[src/rtl/pmod_keyb_pkg.sv]
// pmod_keyb_pkg: shared constants and types for the PMOD matrix keyboard
// scanner and its debounced key map.
package pmod_keyb_pkg;

  localparam int NUM_ROWS = 8;
  localparam int NUM_COLS = 7;
  localparam int NUM_KEYS = NUM_ROWS * NUM_COLS;

  typedef enum logic [1:0] {
    SELECT,
    LOAD,
    SHIFT,
    NEXT
  } scan_state_e;

  // Key map indexed r*NUM_COLS+c, 0 = pressed.
  typedef logic [NUM_KEYS-1:0] keymap_t;

  // A low row strobe pulls its columns onto the shared column lines.
  function automatic logic [NUM_COLS-1:0] col_resp(
    input keymap_t             m,
    input logic [NUM_ROWS-1:0] rows
  );
    logic [NUM_COLS-1:0] acc;
    acc = '1;
    for (int r = 0; r < NUM_ROWS; r++) begin
      if (!rows[r]) acc = acc & m[r*NUM_COLS +: NUM_COLS];
    end
    return acc;
  endfunction

endpackage

[src/rtl/keyb_debounce_map.sv]
// keyb_debounce_map: two-frame agreement filter over the raw key map,
// plus the any-key flag.
module keyb_debounce_map
  import pmod_keyb_pkg::*;
(
  input  logic    CLK25,
  input  logic    reset_n_i,
  input  logic    update,
  input  keymap_t raw,
  output keymap_t stable,
  output logic    key_any
);

  keymap_t prev_q;
  keymap_t stable_q;
  keymap_t stable_d;
  keymap_t agree;
  logic    key_any_q;

  assign agree = ~(raw ^ prev_q);

  always_comb begin
    stable_d = stable_q;
    if (update) stable_d = (raw & agree) | (stable_q & ~agree);
  end

  always_ff @(posedge CLK25 or negedge reset_n_i) begin
    if (!reset_n_i) begin
      prev_q    <= '1;
      stable_q  <= '1;
      key_any_q <= 1'b0;
    end else begin
      stable_q  <= stable_d;
      key_any_q <= ~&stable_d;
      if (update) prev_q <= raw;
    end
  end

  assign stable  = stable_q;
  assign key_any = key_any_q;

endmodule

[src/rtl/pmod_keyb_scanner.sv]
// pmod_keyb_scanner: scans an 8x7 PMOD membrane via 74HC138/74HC165 and
// answers the core's active-low row strobes from a debounced key map.
module pmod_keyb_scanner
  import pmod_keyb_pkg::*;
#(
  parameter int CLK_DIV      = 25,
  parameter int SETTLE_TICKS = 4
) (
  input  logic                CLK25,
  input  logic                reset_n_i,
  input  logic [NUM_ROWS-1:0] keyb_row_i,
  output logic [NUM_COLS-1:0] keyb_col_o,
  output logic [2:0]          row_sel_o,
  output logic                sr_load_n_o,
  output logic                sr_clk_o,
  input  logic                sr_data_i,
  output logic                scan_done_o,
  output logic                key_any_o
);

  localparam logic [7:0] DIV_LAST    = 8'(CLK_DIV - 1);
  localparam logic [3:0] SETTLE_LAST = 4'(SETTLE_TICKS - 1);

  scan_state_e state_q, state_d;
  logic [7:0]  div_q;
  logic        tick_q;
  logic [2:0]  row_q, row_d;
  logic [3:0]  set_q, set_d;
  logic [2:0]  bit_q, bit_d;
  logic        ph_q, ph_d;
  logic        load_n_q, load_n_d;
  logic        sr_clk_q, sr_clk_d;
  keymap_t     raw_q, raw_d;
  logic        frame_end;
  logic        done_q;
  logic [NUM_COLS-1:0] col_q;
  logic [5:0]  idx;
  keymap_t     stable;

  assign idx = 6'(row_q) * 6'd7 + 6'(bit_q);

  always_comb begin
    state_d   = state_q;
    row_d     = row_q;
    set_d     = set_q;
    bit_d     = bit_q;
    ph_d      = ph_q;
    load_n_d  = load_n_q;
    sr_clk_d  = sr_clk_q;
    raw_d     = raw_q;
    frame_end = 1'b0;
    if (tick_q) begin
      unique case (state_q)
        SELECT: begin
          if (set_q == SETTLE_LAST) begin
            set_d    = '0;
            load_n_d = 1'b0;
            state_d  = LOAD;
          end else begin
            set_d = set_q + 4'd1;
          end
        end
        LOAD: begin
          load_n_d = 1'b1;
          bit_d    = 3'd6;
          ph_d     = 1'b0;
          state_d  = SHIFT;
        end
        SHIFT: begin
          if (!ph_q) begin
            raw_d[idx] = sr_data_i;
            sr_clk_d   = 1'b0;
            ph_d       = 1'b1;
          end else begin
            sr_clk_d = 1'b1;
            ph_d     = 1'b0;
            if (bit_q == 3'd0) state_d = NEXT;
            else bit_d = bit_q - 3'd1;
          end
        end
        NEXT: begin
          sr_clk_d  = 1'b0;
          row_d     = row_q + 3'd1;
          frame_end = (row_q == 3'd7);
          state_d   = SELECT;
        end
        default: state_d = SELECT;
      endcase
    end
  end

  always_ff @(posedge CLK25 or negedge reset_n_i) begin
    if (!reset_n_i) begin
      div_q    <= '0;
      tick_q   <= 1'b0;
      state_q  <= SELECT;
      row_q    <= '0;
      set_q    <= '0;
      bit_q    <= '0;
      ph_q     <= 1'b0;
      load_n_q <= 1'b1;
      sr_clk_q <= 1'b0;
      raw_q    <= '1;
      done_q   <= 1'b0;
      col_q    <= '1;
    end else begin
      div_q    <= (div_q == DIV_LAST) ? 8'd0 : div_q + 8'd1;
      tick_q   <= (div_q == DIV_LAST);
      state_q  <= state_d;
      row_q    <= row_d;
      set_q    <= set_d;
      bit_q    <= bit_d;
      ph_q     <= ph_d;
      load_n_q <= load_n_d;
      sr_clk_q <= sr_clk_d;
      raw_q    <= raw_d;
      done_q   <= frame_end;
      col_q    <= col_resp(stable, keyb_row_i);
    end
  end

  keyb_debounce_map u_dbnc (
    .CLK25     (CLK25),
    .reset_n_i (reset_n_i),
    .update    (frame_end),
    .raw       (raw_q),
    .stable    (stable),
    .key_any   (key_any_o)
  );

  assign keyb_col_o  = col_q;
  assign row_sel_o   = row_q;
  assign sr_load_n_o = load_n_q;
  assign sr_clk_o    = sr_clk_q;
  assign scan_done_o = done_q;

endmodule
[config.mk]
export PLATFORM = sky130hd
export DESIGN_NAME = pmod_keyb_scanner
export DESIGN_NICKNAME = d
export VERILOG_FILES = /design/src/rtl/pmod_keyb_pkg.sv /design/src/rtl/keyb_debounce_map.sv /design/src/rtl/pmod_keyb_scanner.sv
export SDC_FILE = /design/constraint.sdc
export NUM_CORES = 1
export LEC_CHECK = 0
export ABC_AREA = 1
export CAP_MARGIN = 20
export CORE_AREA = 2 2 175 177
export CTS_CLUSTER_SIZE = 20
export DETAILED_ROUTE_END_ITERATION = 8
export DIE_AREA = 0 0 177 179
export HOLD_SLACK_MARGIN = 0.05
export PLACE_DENSITY_LB_ADDON = 0.15
export SLEW_MARGIN = 20
export SYNTH_ARGS = -nofsm -noshare
export SYNTH_HDL_FRONTEND = slang
export SYNTH_SLANG_ARGS = --single-unit
[constraint.sdc]
create_clock -name CLK25 -period 6.4 [get_ports CLK25]
set_input_delay 1.28 -clock CLK25 [delete_from_list [all_inputs] [get_ports CLK25]]
set_output_delay 1.28 -clock CLK25 [all_outputs]
set_load 0.02 [all_outputs]
==> flow_summary.json, run 1 <==
{
  "synth_warnings": 0,
  "cts_made_buffers": 24,
  "drc": 0,
  "globalplace.congestion": 0.804,
  "ys_types": 39,
  "power_mw": 2.59,
  "cts_sinks": 201,
  "clock_tree.root_cell": "clkbuf_16",
  "ys_seq_area_frac": 0.542,
  "dr.pass1.iters": 6,
  "finalCritPeriodShare": 0.565,
  "grt_overflow": 0,
  "post_cts_buffers": 0,
  "layout_setup_ws_ns": 2.78,
  "num_io_pins": 25,
  "vias": 7329,
  "cp_data_required_time_ns": 6.84,
  "power.static_leakage_nw": 5.13,
  "drive_above_1_share": 0.204,
  "antenna_found_initial": 0,
  "slew_viol_final": 0,
  "clk_path_buf_depth": 3,
  "setup_tns_ns": 0,
  "grt.total_usage": 0.168,
  "drt_iter0_markers": 431,
  "placed_cell_area_mm2": 0.0103,
  "timing.fmax_mhz": 276,
  "initial_utilization": 0.323,
  "syn_area_per_cell_um2": 8.45,
  "fin_nets": 1204,
  "path_clk_slew_ns": 0.07,
  "setup-violations-final": 0,
  "hold_path.class": "reg2reg",
  "worstPathMaxFanout": 8,
  "cellPowerDensity_mw_per_mm2": 235,
  "vias_per_cell": 4.64,
  "ir_worst_vdd_v": 0.000153,
  "dp_slack_ns": 2.75,
  "cts_tree": "yes",
  "relSlewSlack": 0.278,
  "worstSkewPairLatency_ns": 0.52,
  "die_w_um": 177,
  "netlist_instances": 1147,
  "dp_hpwl_um": 16800,
  "antenna_left": 0,
  "hold_buffers": 0,
  "cp_cell_sequence": "fa_1 > inv_1 > fa_1 > fa_1 > nand2_1 > nor2_1 > nand2_1 > o21ai_0 > inv_1",
  "crit_path_max_incr_delay_ns": 0.84,
  "syn_area_mm2": 0.00969,
  "num_rows": 64,
  "path_class": "reg2reg",
  "rsz0062_at_grt": "false",
  "wirelength_um": 25400,
  "port_buffers": 24,
  "cp_slowest_cell": "nor2_1",
  "die_area_mm2": 0.0317,
  "status": "finished clean",
  "wl_per_cell_um": 16.1,
  "finalHoldViolCount": 0,
  "maxCapViolCount": 0,
  "cp-end-kind": "flip-flop",
  "yosys_register_bits": 201,
  "fin_crit_ns": 3.62,
  "cts_resized": 0,
  "grt_max_degree": 113,
  "crit_top_cell": "fa_1",
  "diodes": 0,
  "ys.flop_type": "dfstp_2",
  "startpoint_type": "flip-flop",
  "final.hold.worst_slack_ns": 0.468,
  "grt_pass1_vias": 7140,
  "synth_edf_count": 0,
  "async_flop_share": 1.00,
  "htreeDepth": 1,
  "cp.arrival_ns": 4.06,
  "die_h_um": 179,
  "grt_pass1_wl_um": 41300,
  "design_area_mm2": 0.0110,
  "area_growth_pct": 13.8,
  "skew_ns": 0.0163,
  "num-fill-cells": 3112,
  "core_area_mm2": 0.0300,
  "critPathTopFamily": "adder cells",
  "crit_buf_inv": 2,
  "tightest_slew_ns": 1.08,
  "syn-num-nets": 1182
}
where the power goes:
part,switching (mW),internal (mW),leakage (nW),total (mW)
sequential,0.0000327,1.28,2.15,1.28
clock,0.534,0.717,0.348,1.25
combinational,0.0475,0.0113,2.63,0.0589
total,0.581,2.01,5.13,2.59
sequential cells by signal (all words and copies together), names as in the netlist:
signal,count
raw_q,56
u_dbnc.prev_q,56
u_dbnc.stable,56
div_q,8
keyb_col_o,7
set_q,4
bit_q,3
row_sel_o,3
state_q,2
ph_q,1
scan_done_o,1
sr_clk_o,1
sr_load_n_o,1
tick_q,1
u_dbnc.key_any,1
final timing paths:
kind | from | to | slack (ns) | cells past startpoint
worst max-delay path | row_sel_o[2] | raw_q[3] | 2.78 | 9
worst min-delay path | u_dbnc.prev_q[4] | u_dbnc.prev_q[4] | 0.47 | 2
worst max register to register | row_sel_o[2] | raw_q[3] | 2.78 | 9
worst min register to register | u_dbnc.prev_q[4] | u_dbnc.prev_q[4] | 0.47 | 2
max in group asynchronous | reset_n_i | sr_load_n_o | 4.48 | 2
min in group asynchronous | reset_n_i | u_dbnc.key_any | 0.93 | 1
synthesized netlist by cell type, types with 2 or more instances:
library cell / n / area share
nand2_1: 342 / 0.13
dfstp_2: 176 / 0.48
inv_1: 159 / 0.062
o21ai_0: 121 / 0.062
nor2_1: 70 / 0.027
nand3_1: 49 / 0.025
o21ai_1: 38 / 0.020
dfrtp_1: 25 / 0.065
ha_1: 20 / 0.026
o22ai_1: 20 / 0.013
a21oi_1: 14 / 0.0072
clkbuf_1: 13 / 0.0050
or2_2: 13 / 0.0084
buf_2: 12 / 0.0062
nand4_1: 8 / 0.0052
nor4_1: 8 / 0.0052
o21bai_1: 7 / 0.0054
o21a_1: 6 / 0.0046
buf_4: 5 / 0.0039
nor3_1: 5 / 0.0026
xor2_1: 5 / 0.0045
fa_1: 4 / 0.0083
nor2_4: 4 / 0.0046
nor2_2: 3 / 0.0019
a22oi_1: 2 / 0.0015
buf_1: 2 / 0.00077
buf_6: 2 / 0.0023
inv_2: 2 / 0.00077
nand3b_1: 2 / 0.0015
cells in the final DEF (no fill, tap or decap), types with 3 or more instances in the layout:
master           netlist  final
or2_2                 13     13
o21ai_0              121    121
a21oi_1               14     14
buf_4                  5      5
clkbuf_8               0      3
clkbuf_1              13     10
clkinv_2               0      5
nor3_1                 5      5
nand4_1                8      8
nor2_4                 4      4
nor2_2                 3      3
o21bai_1               7      7
nand3_1               49     49
o21ai_1               38     38
clkbuf_16              0     24
nand2_1              342    342
inv_1                159    159
o22ai_1               20     20
dfstp_2              176    176
dfrtp_1               25     25
xor2_1                 5      5
nor4_1                 8      8
o21a_1                 6      6
fa_1                   4      4
ha_1                  20     20
nor2_1                70     70
clkdlybuf4s50_1        0     23
routing by layer:
metal | vias to the layer above | part of all wire | GRT usage
met5 | - | 0 | 0
met4 | 0 | 0.029 | 0.0517
li1 | 3691 | - | -
met3 | 42 | 0.027 | 0.0199
met2 | 116 | 0.45 | 0.266
met1 | 3480 | 0.50 | 0.241
worst min-delay path, stage by stage, from the launching register on:
cell	delay (ns)
dfstp_2	0.36
nand2_1	0.05
nand2_1	0.05
cell type report:
cell class | instances | area [µm²] | share of cell area
clock buffer | 36 | 666 | 0.0604
clock inverter | 6 | 41.3 | 0.00374
multi-input combinational | 751 | 3670 | 0.333
timing repair buffer | 30 | 302 | 0.0273
inverter | 161 | 604 | 0.0548
tap | 396 | 495 | 0.0449
sequential | 201 | 5250 | 0.476
logic make-up (layout without fill, tap and decap cells):
| logic type | count (synthesis) | after routing | synth area share |
|---|---|---|---|
| DFF | 201 | 201 | 0.542 |
| buffers and inverters | 195 | 233 | 0.0805 |
| adders and majority gates | 24 | 24 | 0.0341 |
| AOI/OAI and AO/OA | 210 | 210 | 0.116 |
| xor gates and xnor gates | 7 | 7 | 0.00710 |
| and+or+nand+nor | 510 | 510 | 0.221 |
per-stage QoR:
| stage | cells | utilization |
|---|---|---|
| 2_1_floorplan | 1147 | - |
| 3_3_place_gp | 1539 | 0.344 |
| 3_5_place_dp | 1539 | 0.344 |
| 4_1_cts | 1581 | 0.367 |
| 5_1_grt | 1581 | 0.367 |
| 6_report | 1581 | 0.367 |
No activity file was read; power rests on OpenSTA's default activity.
==> run 2: changes to the inputs <==
- clock period: 6.4 -> 3.5 ns (I/O delays scaled with it)
==> run 2 against run 1 <==
Compared with the run above:
- global-route usage is 0.37 points higher
- highest routed layer unchanged
- routed wire length is 2.2% higher
- cell count is 1.3% higher
- critical path type unchanged
- sequential share of layout area is 1.2 points lower
- register-to-register slack worse by 2.4 ns
==> flow_summary.json, run 2 (synthesis gave the netlist of run 1 again) <==
{
  "status": "finished clean",
  "die_h_um": 179,
  "worstPathMaxFanout": 10,
  "slew_viol_final": 0,
  "clock_tree.root_cell": "clkbuf_16",
  "post_cts_buffers": 0,
  "num_rows": 64,
  "r2r_slack_ns": 0.35,
  "htreeDepth": 1,
  "drc": 0,
  "grt_pass1_wl_um": 41700,
  "pwr-share-seq": 0.477,
  "switching_power_mw": 1.08,
  "timing.fmax_mhz": 317,
  "startpoint_type": "flip-flop",
  "power.static_leakage_nw": 5.28,
  "ir_worst_vdd_v": 0.000274,
  "worstSkewPairLatency_ns": 0.52,
  "grt_overflow": 0,
  "initial_utilization": 0.323,
  "rsz0062_at_grt": "false",
  "p_int_mw": 3.82,
  "setup_tns_ns": 0,
  "wirelength_um": 26000,
  "final_common_cell": "nand2_1",
  "core_area_mm2": 0.0300,
  "port_buffers": 24,
  "cp-end-kind": "flip-flop",
  "drt_iter0_markers": 459,
  "dr.pass1.iters": 5,
  "cp.arrival_ns": 3.61,
  "cts_sinks": 201,
  "clkPwrFrac": 0.500,
  "die_area_mm2": 0.0317,
  "cts_made_buffers": 24,
  "path_class": "reg2reg",
  "cp_data_required_time_ns": 3.96,
  "cellPowerDensity_mw_per_mm2": 433,
  "layout_setup_ws_ns": 0.346,
  "grt_max_degree": 80,
  "power_frac_comb": 0.023,
  "path_clk_slew_ns": 0.06,
  "dp_hpwl_um": 18000,
  "maxCapViolCount": 0,
  "num_io_pins": 25,
  "hold_buffers": 0,
  "hold_path.class": "in2async",
  "cts_tree": "yes",
  "dp_slack_ns": 0.336,
  "final_cell_mix": "nand2_1, dfstp_2, inv_1",
  "fin_cells": 1602,
  "grt.total_usage": 0.172,
  "antenna_found_initial": 0,
  "finalCritPeriodShare": 0.901,
  "power_mw": 4.89,
  "vias_per_cell": 4.60,
  "num-fill-cells": 3067,
  "finalHoldViolCount": 0,
  "vias": 7369,
  "clk_path_buf_depth": 3,
  "area_growth_pct": 16.6,
  "fin_nets": 1226,
  "drive_above_1_share": 0.222,
  "cts_resized": 0,
  "die_w_um": 177,
  "relSlewSlack": 0.422,
  "grt_pass1_vias": 7114,
  "p_sw_frac": 0.220,
  "fin_crit_ns": 3.15,
  "wl_per_cell_um": 16.2,
  "skew_ns": 0.0157,
  "place_inst": 1561,
  "antenna_left": 0,
  "setup-violations-final": 0,
  "diodes": 0,
  "tightest_slew_ns": 0.858,
  "globalplace.congestion": 0.799
}
## run 2: changes by cell type in the layout (fill, tap and decap cells not counted), sizes merged
| cell | before | now |
|---|---|---|
| buf | 6 | 28 |
| clkinv | 6 | 5 |
| clkinvlp | 0 | 1 |
| clkbuf | 37 | 35 |
| bufinv | 0 | 1 |
## run 2: layout make-up
type	count	area [µm²]	share of cell area
inverter	161	604	0.0535
timing repair buffer	52	517	0.0457
multi-input combinational	751	3670	0.325
clock inverter	7	66.3	0.00587
tap	396	495	0.0438
sequential	201	5250	0.464
clock buffer	34	699	0.0619
## run 2: metrics by stage
step                hold slack, ns   util  instance area [µm²]
floorplan                    0.404      -                 9690
global placement             0.454  0.351                10500
detailed placement           0.455  0.351                10500
CTS                          0.150  0.376                11300
global route                 0.171  0.376                11300
finish                       0.149  0.376                11300
## run 2: power by group through the flow
stage,logic [mW],registers [mW],clock network (mW)
after floorplan,0.0194,2.37,0
after global placement,0.118,2.37,0
after detailed placement,0.117,2.37,0
after CTS,0.117,2.34,2.52
after global routing,0.125,2.33,2.62
final,0.113,2.34,2.45
## run 2: per-layer routing
| metal | wire length, µm | GRT usage |
|---|---|---|
| met5 | 0 | 0 |
| met4 | 427 | 0.0317 |
| met3 | 1170 | 0.0257 |
| met2 | 11600 | 0.275 |
| met1 | 12800 | 0.249 |
## run 2: worst max-delay path: stages (launching register included)
cell and delay (ns):
dfrtp_1 0.40, fa_1 0.53, inv_1 0.05, fa_1 0.48, fa_1 0.46, nand3b_1 0.17
nand2_1 0.13, xnor2_2 0.15, nand2_1 0.12, nor2_2 0.19, buf_4 0.20, nand2_1 0.06
nand2_1 0.06, nand2_1 0.05, inv_1 0.05
## run 2: final timing paths
check	from	endpoint	cells after the start
max in group asynchronous	reset_n_i	u_dbnc.prev_q[54]	2
min reg2reg	u_dbnc.prev_q[44]	u_dbnc.prev_q[44]	2
min	reset_n_i	u_dbnc.key_any	1
min in group CLK25	u_dbnc.prev_q[44]	u_dbnc.prev_q[44]	2
max reg2reg	row_sel_o[0]	raw_q[27]	14
max	row_sel_o[0]	raw_q[27]	14
==> variant 1 (flow settings as in run 2) <==
The package constant `NUM_ROWS` goes from 8 to 16.
--- a/src/rtl/pmod_keyb_pkg.sv
+++ b/src/rtl/pmod_keyb_pkg.sv
@@ -2,7 +2,7 @@
 // scanner and its debounced key map.
 package pmod_keyb_pkg;
 
-  localparam int NUM_ROWS = 8;
+  localparam int NUM_ROWS = 16;
   localparam int NUM_COLS = 7;
   localparam int NUM_KEYS = NUM_ROWS * NUM_COLS;
 
Interface: changed (resized keyb_row_i); port bits go from 25 to 33. No check against the original RTL was run, so the function may have changed too.
==> variant 1 against run 2 <==
  * Design area increased by 35%
  * Sequential share of layout area increased by 0.20 points
  * Fmax decreased by 4.7%
  * Largest power group unchanged
  * First-iteration DRC count increased by 75%
  * Synthesized cell count increased by 36%
  * Routed wire length increased by 40%
  * Largest cell class unchanged
  * Clock skew increased by 0.0051 ns
  * Sequential cell count increased by 72
  * Area after synthesis increased by 36%
  * Setup slack got worse by 0.16 ns
  * Power increased by 41%
==> variant 1: results (changes against run 2) <==
routability cong. 0.899 (+12%); share of layout cells above drive strength 1 24.0% (+1.8 points); first-pass GRT wire length 57.6 mm (+38%); R2R setup slack 0.19 ns (-0.16 ns); ranking of synthesized cells by area dfstp_2, nand2_1, inv_1, dfrtp_1, nor2_1; Crit path max-delay family adder cells; DRT iter0 DRCs 801 (+75%); Yosys Warn Count 0 (unchanged); LEAKAGE 7.14 nW (+35%); Internal 0.00539 W (+41%); root buffer selected by CTS clkbuf_16; Layout Skew 0.0207 ns (+0.00507 ns); Detail Route met3 WL 2.14 mm (+83%); Async SR Flop Fraction 100% (unchanged); hold_ws 0.230 ns (+0.0803 ns); vias in the first global route 10,100 (+41%); Net Count, Synth 1,607 (+36%); detailed-router iteration count before antenna repair 6 (+1); post-synthesis sequential area ratio 54.2% (+0.077 points); DR vias 10,500 (+42%); Crit-path slowest cell fa_1; Max clock buf depth 3 (unchanged); TritonCTS buffer count 34 (+42%); DR top layer met5; metal2 WL 16.7 mm (+43%); HP Class in -> async; Setup Fix Bufs, Post-CTS 0 (unchanged); Final nets 1,677 (+37%); worst-path fanout max 6 (-4); H-tree level count 2 (+1); CTS clk-pin slew, worst paths 0.06 ns (about the same); max reg flops 112; Tightest Pin Transition 0.883 ns (+0.0244 ns); ANT cells 0 (unchanged); CP Data Arrival Time 3.74 ns (+0.13 ns); initial antenna violation count 1 (+1); GRT Util Overall 23.8% (+6.6 points); peak supply drop 0.000311 V (+13%); outcome complete, no violations; Yosys cell types 42 (+7.7%); Post-synth top cells nand2_1, inv_1, dfstp_2; Critical Path Max Stage Delay 0.53 ns (about the same); Port Buffers 32 (+33%); final setup vio count 0 (unchanged); Final HPWL DP 26.5 mm (+47%); clk_lat worst skew 0.52 ns (about the same); largest net degree at the start of global routing 105 (+31%); # resized after CTS 0 (unchanged); wire per inst 17.8 µm (+9.6%); Routed met1 length 16.4 mm (+29%)
## variant 1: per-stage QoR
stage	area, µm²	utilization [%]	setup WS (ns)	total power, W	std cells
final	15300	51.0	0.191	0.00689	2054
after CTS	15300	51.0	0.198	0.00696	2054
after floorplan	13200	-	0.247	0.00325	1564
after detailed placement	14200	47.2	0.198	0.00339	1994
after global routing	15300	51.0	0.00701	0.00711	2054
after global placement	14200	47.2	0.252	0.00339	1994
## variant 1: worst reg2reg max path: cells and delay by family, from the launching register on
family | cells | cell delay, ns
simple gates | 5 | 0.67
buf+inv | 2 | 0.10
flops | 1 | 0.40
xor+xnor | 1 | 0.39
fa+ha+maj | 3 | 1.54
compound gates | 1 | 0.15
## variant 1: area by class of cell
| type | instances | area [µm²] |
|---|---|---|
| fillers | 2764 | 14700 |
| inverters | 280 | 1060 |
| clock buffers | 52 | 1030 |
| flip-flops and latches | 273 | 7140 |
| multi-input cells | 972 | 4790 |
| clock inverters | 8 | 100 |
| repair buffers | 73 | 696 |
| well taps | 396 | 495 |
## variant 1: kinds of logic after synthesis
kind of cell	count (synthesis)	synth area share, %
buf+inv	319	9.52
compound gates	252	10.5
xor+xnor	10	1.09
flops	273	54.2
simple gates	685	22.1
mux	1	0.0855
fa+ha+maj	24	2.51
## variant 1: routing by layer
layer | global-route usage [%] | vias to the layer above
met5 | 0 | -
met4 | 8.82 | 2
met3 | 3.50 | 72
met2 | 38.2 | 331
met1 | 32.9 | 4992
li1 | - | 5076
## variant 1: final timing paths
check                                               from                            end  cells past startpoint
setup / recovery                row_sel_o[0]$_DFFE_PN0P_          raw_q[22]$_DFFE_PN1P_                     12
hold / removal                                 reset_n_i          scan_done_o$_DFF_PN0_                      1
setup reg to reg                row_sel_o[0]$_DFFE_PN0P_          raw_q[22]$_DFFE_PN1P_                     12
hold reg to reg            u_dbnc.prev_q[22]$_DFFE_PN1P_  u_dbnc.prev_q[22]$_DFFE_PN1P_                      2
max in group asynchronous                      reset_n_i  u_dbnc.prev_q[47]$_DFFE_PN1P_                      2
min in group CLK25         u_dbnc.prev_q[22]$_DFFE_PN1P_  u_dbnc.prev_q[22]$_DFFE_PN1P_                      2
## variant 1: power groups by stage
stage          clock network [W]  registers, W   logic, W
2_1_floorplan                  0       0.00322  0.0000340
3_3_place_gp                   0       0.00322   0.000177
3_5_place_dp                   0       0.00322   0.000176
4_1_cts                  0.00361       0.00317   0.000176
5_1_grt                  0.00375       0.00317   0.000190
6_report                 0.00354       0.00317   0.000174
==> variant 2 (config.mk and constraints of run 2) <==
Made on the original files. Register the inputs `keyb_row_i` and `sr_data_i` before use. The logic sees them one clock later.
--- a/src/rtl/pmod_keyb_scanner.sv
+++ b/src/rtl/pmod_keyb_scanner.sv
@@ -20,6 +20,14 @@
 
   localparam logic [7:0] DIV_LAST    = 8'(CLK_DIV - 1);
   localparam logic [3:0] SETTLE_LAST = 4'(SETTLE_TICKS - 1);
+
+  logic [NUM_ROWS-1:0] keyb_row_q;
+  logic sr_data_q;
+
+  always_ff @(posedge CLK25) begin
+    keyb_row_q <= keyb_row_i;
+    sr_data_q  <= sr_data_i;
+  end
 
   scan_state_e state_q, state_d;
   logic [7:0]  div_q;
@@ -68,7 +76,7 @@
         end
         SHIFT: begin
           if (!ph_q) begin
-            raw_d[idx] = sr_data_i;
+            raw_d[idx] = sr_data_q;
             sr_clk_d   = 1'b0;
             ph_d       = 1'b1;
           end else begin
@@ -115,7 +123,7 @@
       sr_clk_q <= sr_clk_d;
       raw_q    <= raw_d;
       done_q   <= frame_end;
-      col_q    <= col_resp(stable, keyb_row_i);
+      col_q    <= col_resp(stable, keyb_row_q);
     end
   end
 
Function: same outputs for any inputs over 10 cycles, from zero or initial values and one cycle with reset_n_i low; that may be too few to reach the edited logic, so the function may still have changed.
==> variant 2 against run 2 <==
  * Final cell count is 1.4% higher
  * Power is 4.8% higher
  * Sequential power grew 5%
  * Sequential cell count grew 9
  * Die area unchanged
  * Area after synthesis rose by 2.0%
  * Setup slack worse by 0.029 ns
  * Largest power group unchanged
  * Critical path depth down 3
  * Hold slack better by 0.18 ns
  * Clock power is 5% higher
  * Fmax down 0.92%
  * Design area is 2.7% higher
  * Routed wire length shrank 0.27%
==> variant 2: results (changes against run 2) <==
Slew HR 34.4% (-7.9 points); M2 GR Usage 27.1% (-0.41 points); FF-to-FF End raw_q[40]$_DFFE_PN1P_; routability cong. 0.804 (+0.63%); vias in the first global route 7,140 (+0.37%); outcome complete, no violations; routing usage on met3 2.18% (-0.38 points); largest net degree at the start of global routing 89 (+11%); CP Data Arrival Time 3.59 ns (-0.02 ns); first-pass GRT wire length 41.2 mm (-1.2%); DRT iter0 DRCs 421 (-8.3%); Net Count, Synth 1,200 (+1.5%); Placed Area 10,800 µm² (+2.4%); share of layout cells above drive strength 1 22.3% (+0.072 points); vias per cell 4.59 (-0.22%); Layout Skew 0.00964 ns (-0.00604 ns); Worst Reg-to-Reg Cells 11 (-3); LEAKAGE 5.07 nW (-4.1%); peak supply drop 0.000291 V (+6.0%); Final HPWL DP 17.9 mm (-0.63%); ranking of synthesized cells by area dfstp_2, nand2_1, dfrtp_1, o21ai_0, inv_1; Async SR Flop Fraction 95.7% (-4.3 points); worst-path fanout max 8 (-2); GRT Util Overall 17.0% (-0.20 points); grt met1 use 24.3% (-0.64 points)
variant 2: cell types whose count changed after synthesis, moves of 4 or more:
cell / delta
dfxtp_1: +9
inv_1: -8
inv_2: +4
nand3_1: +10
nor2_1: +6
o21ai_0: -7
variant 2: report_power, final:
group / internal (W) / switching (W) / leakage [nW]
logic: 0.0000234 / 0.0000677 / 2.45
registers: 0.00244 / 0.0000172 / 2.22
clock network: 0.00158 / 0.000997 / 0.401
total: 0.00405 / 0.00108 / 5.07
variant 2: worst max-delay path by stage:
stage	startpoint	to	slack [ns]	cells past startpoint
final	row_sel_o[0]$_DFFE_PN0P_	raw_q[40]$_DFFE_PN1P_	0.32	11
after global routing	row_sel_o[0]$_DFFE_PN0P_	raw_q[7]$_DFFE_PN1P_	0.05	13
after CTS	row_sel_o[0]$_DFFE_PN0P_	raw_q[5]$_DFFE_PN1P_	0.30	13
after detailed placement	row_sel_o[0]$_DFFE_PN0P_	raw_q[5]$_DFFE_PN1P_	0.31	13
after global placement	row_sel_o[0]$_DFFE_PN0P_	raw_q[52]$_DFFE_PN1P_	0.32	12
after floorplan	row_sel_o[1]$_DFFE_PN0P_	raw_q[36]$_DFFE_PN1P_	0.26	13
variant 2: cell families (layout without fill, tap and decap cells):
kind of cell	count (synthesis)	in the layout	share of synthesized area, %
AOI/OAI and AO/OA	203	203	11.0
adders and majority gates	24	24	3.34
and+or+nand+nor	526	526	22.1
xor gates and xnor gates	7	7	0.886
buffers and inverters	195	259	7.70
DFF	210	210	54.9
variant 2: stage by stage:
step                      hold WS [ns]  power, W  util (%)  setup slack (ns)  cells
after floorplan                  0.404   0.00251         -             0.259   1165
after global placement           0.453   0.00259      35.9             0.324   1580
after detailed placement         0.456   0.00259      35.9             0.314   1580
after CTS                        0.314   0.00522      38.7             0.304   1625
after global routing             0.362   0.00534      38.7            0.0467   1625
final                            0.331   0.00513      38.7             0.317   1625
variant 2: critical path, cell delays in order, from the launching register on:
cell      delay [ns]
dfrtp_1         0.39
fa_1            0.53
inv_1           0.05
fa_1            0.48
fa_1            0.49
nand3b_1        0.19
nand2_2         0.14
xnor2_1         0.13
nor2_2          0.38
nand2_1         0.15
nand2_1         0.08
o21ai_1         0.06
variant 2: layer usage:
layer	part of all wire, %	vias to the layer above
li1	-	3786
met1	49	3519
met2	45	115
met3	3.6	38
met4	2.4	0
met5	0	-
variant 2: cell type report:
| cell class | instances | area, µm² |
|---|---|---|
| Sequential cell | 210 | 5430 |
| Multi-Input combinational cell | 760 | 3710 |
| Timing Repair Buffer | 54 | 557 |
| Inverter | 160 | 601 |
| Tap cell | 396 | 495 |
| Clock inverter | 2 | 35.0 |
| Fill cell | 3046 | 18400 |
| Clock buffer | 43 | 785 |
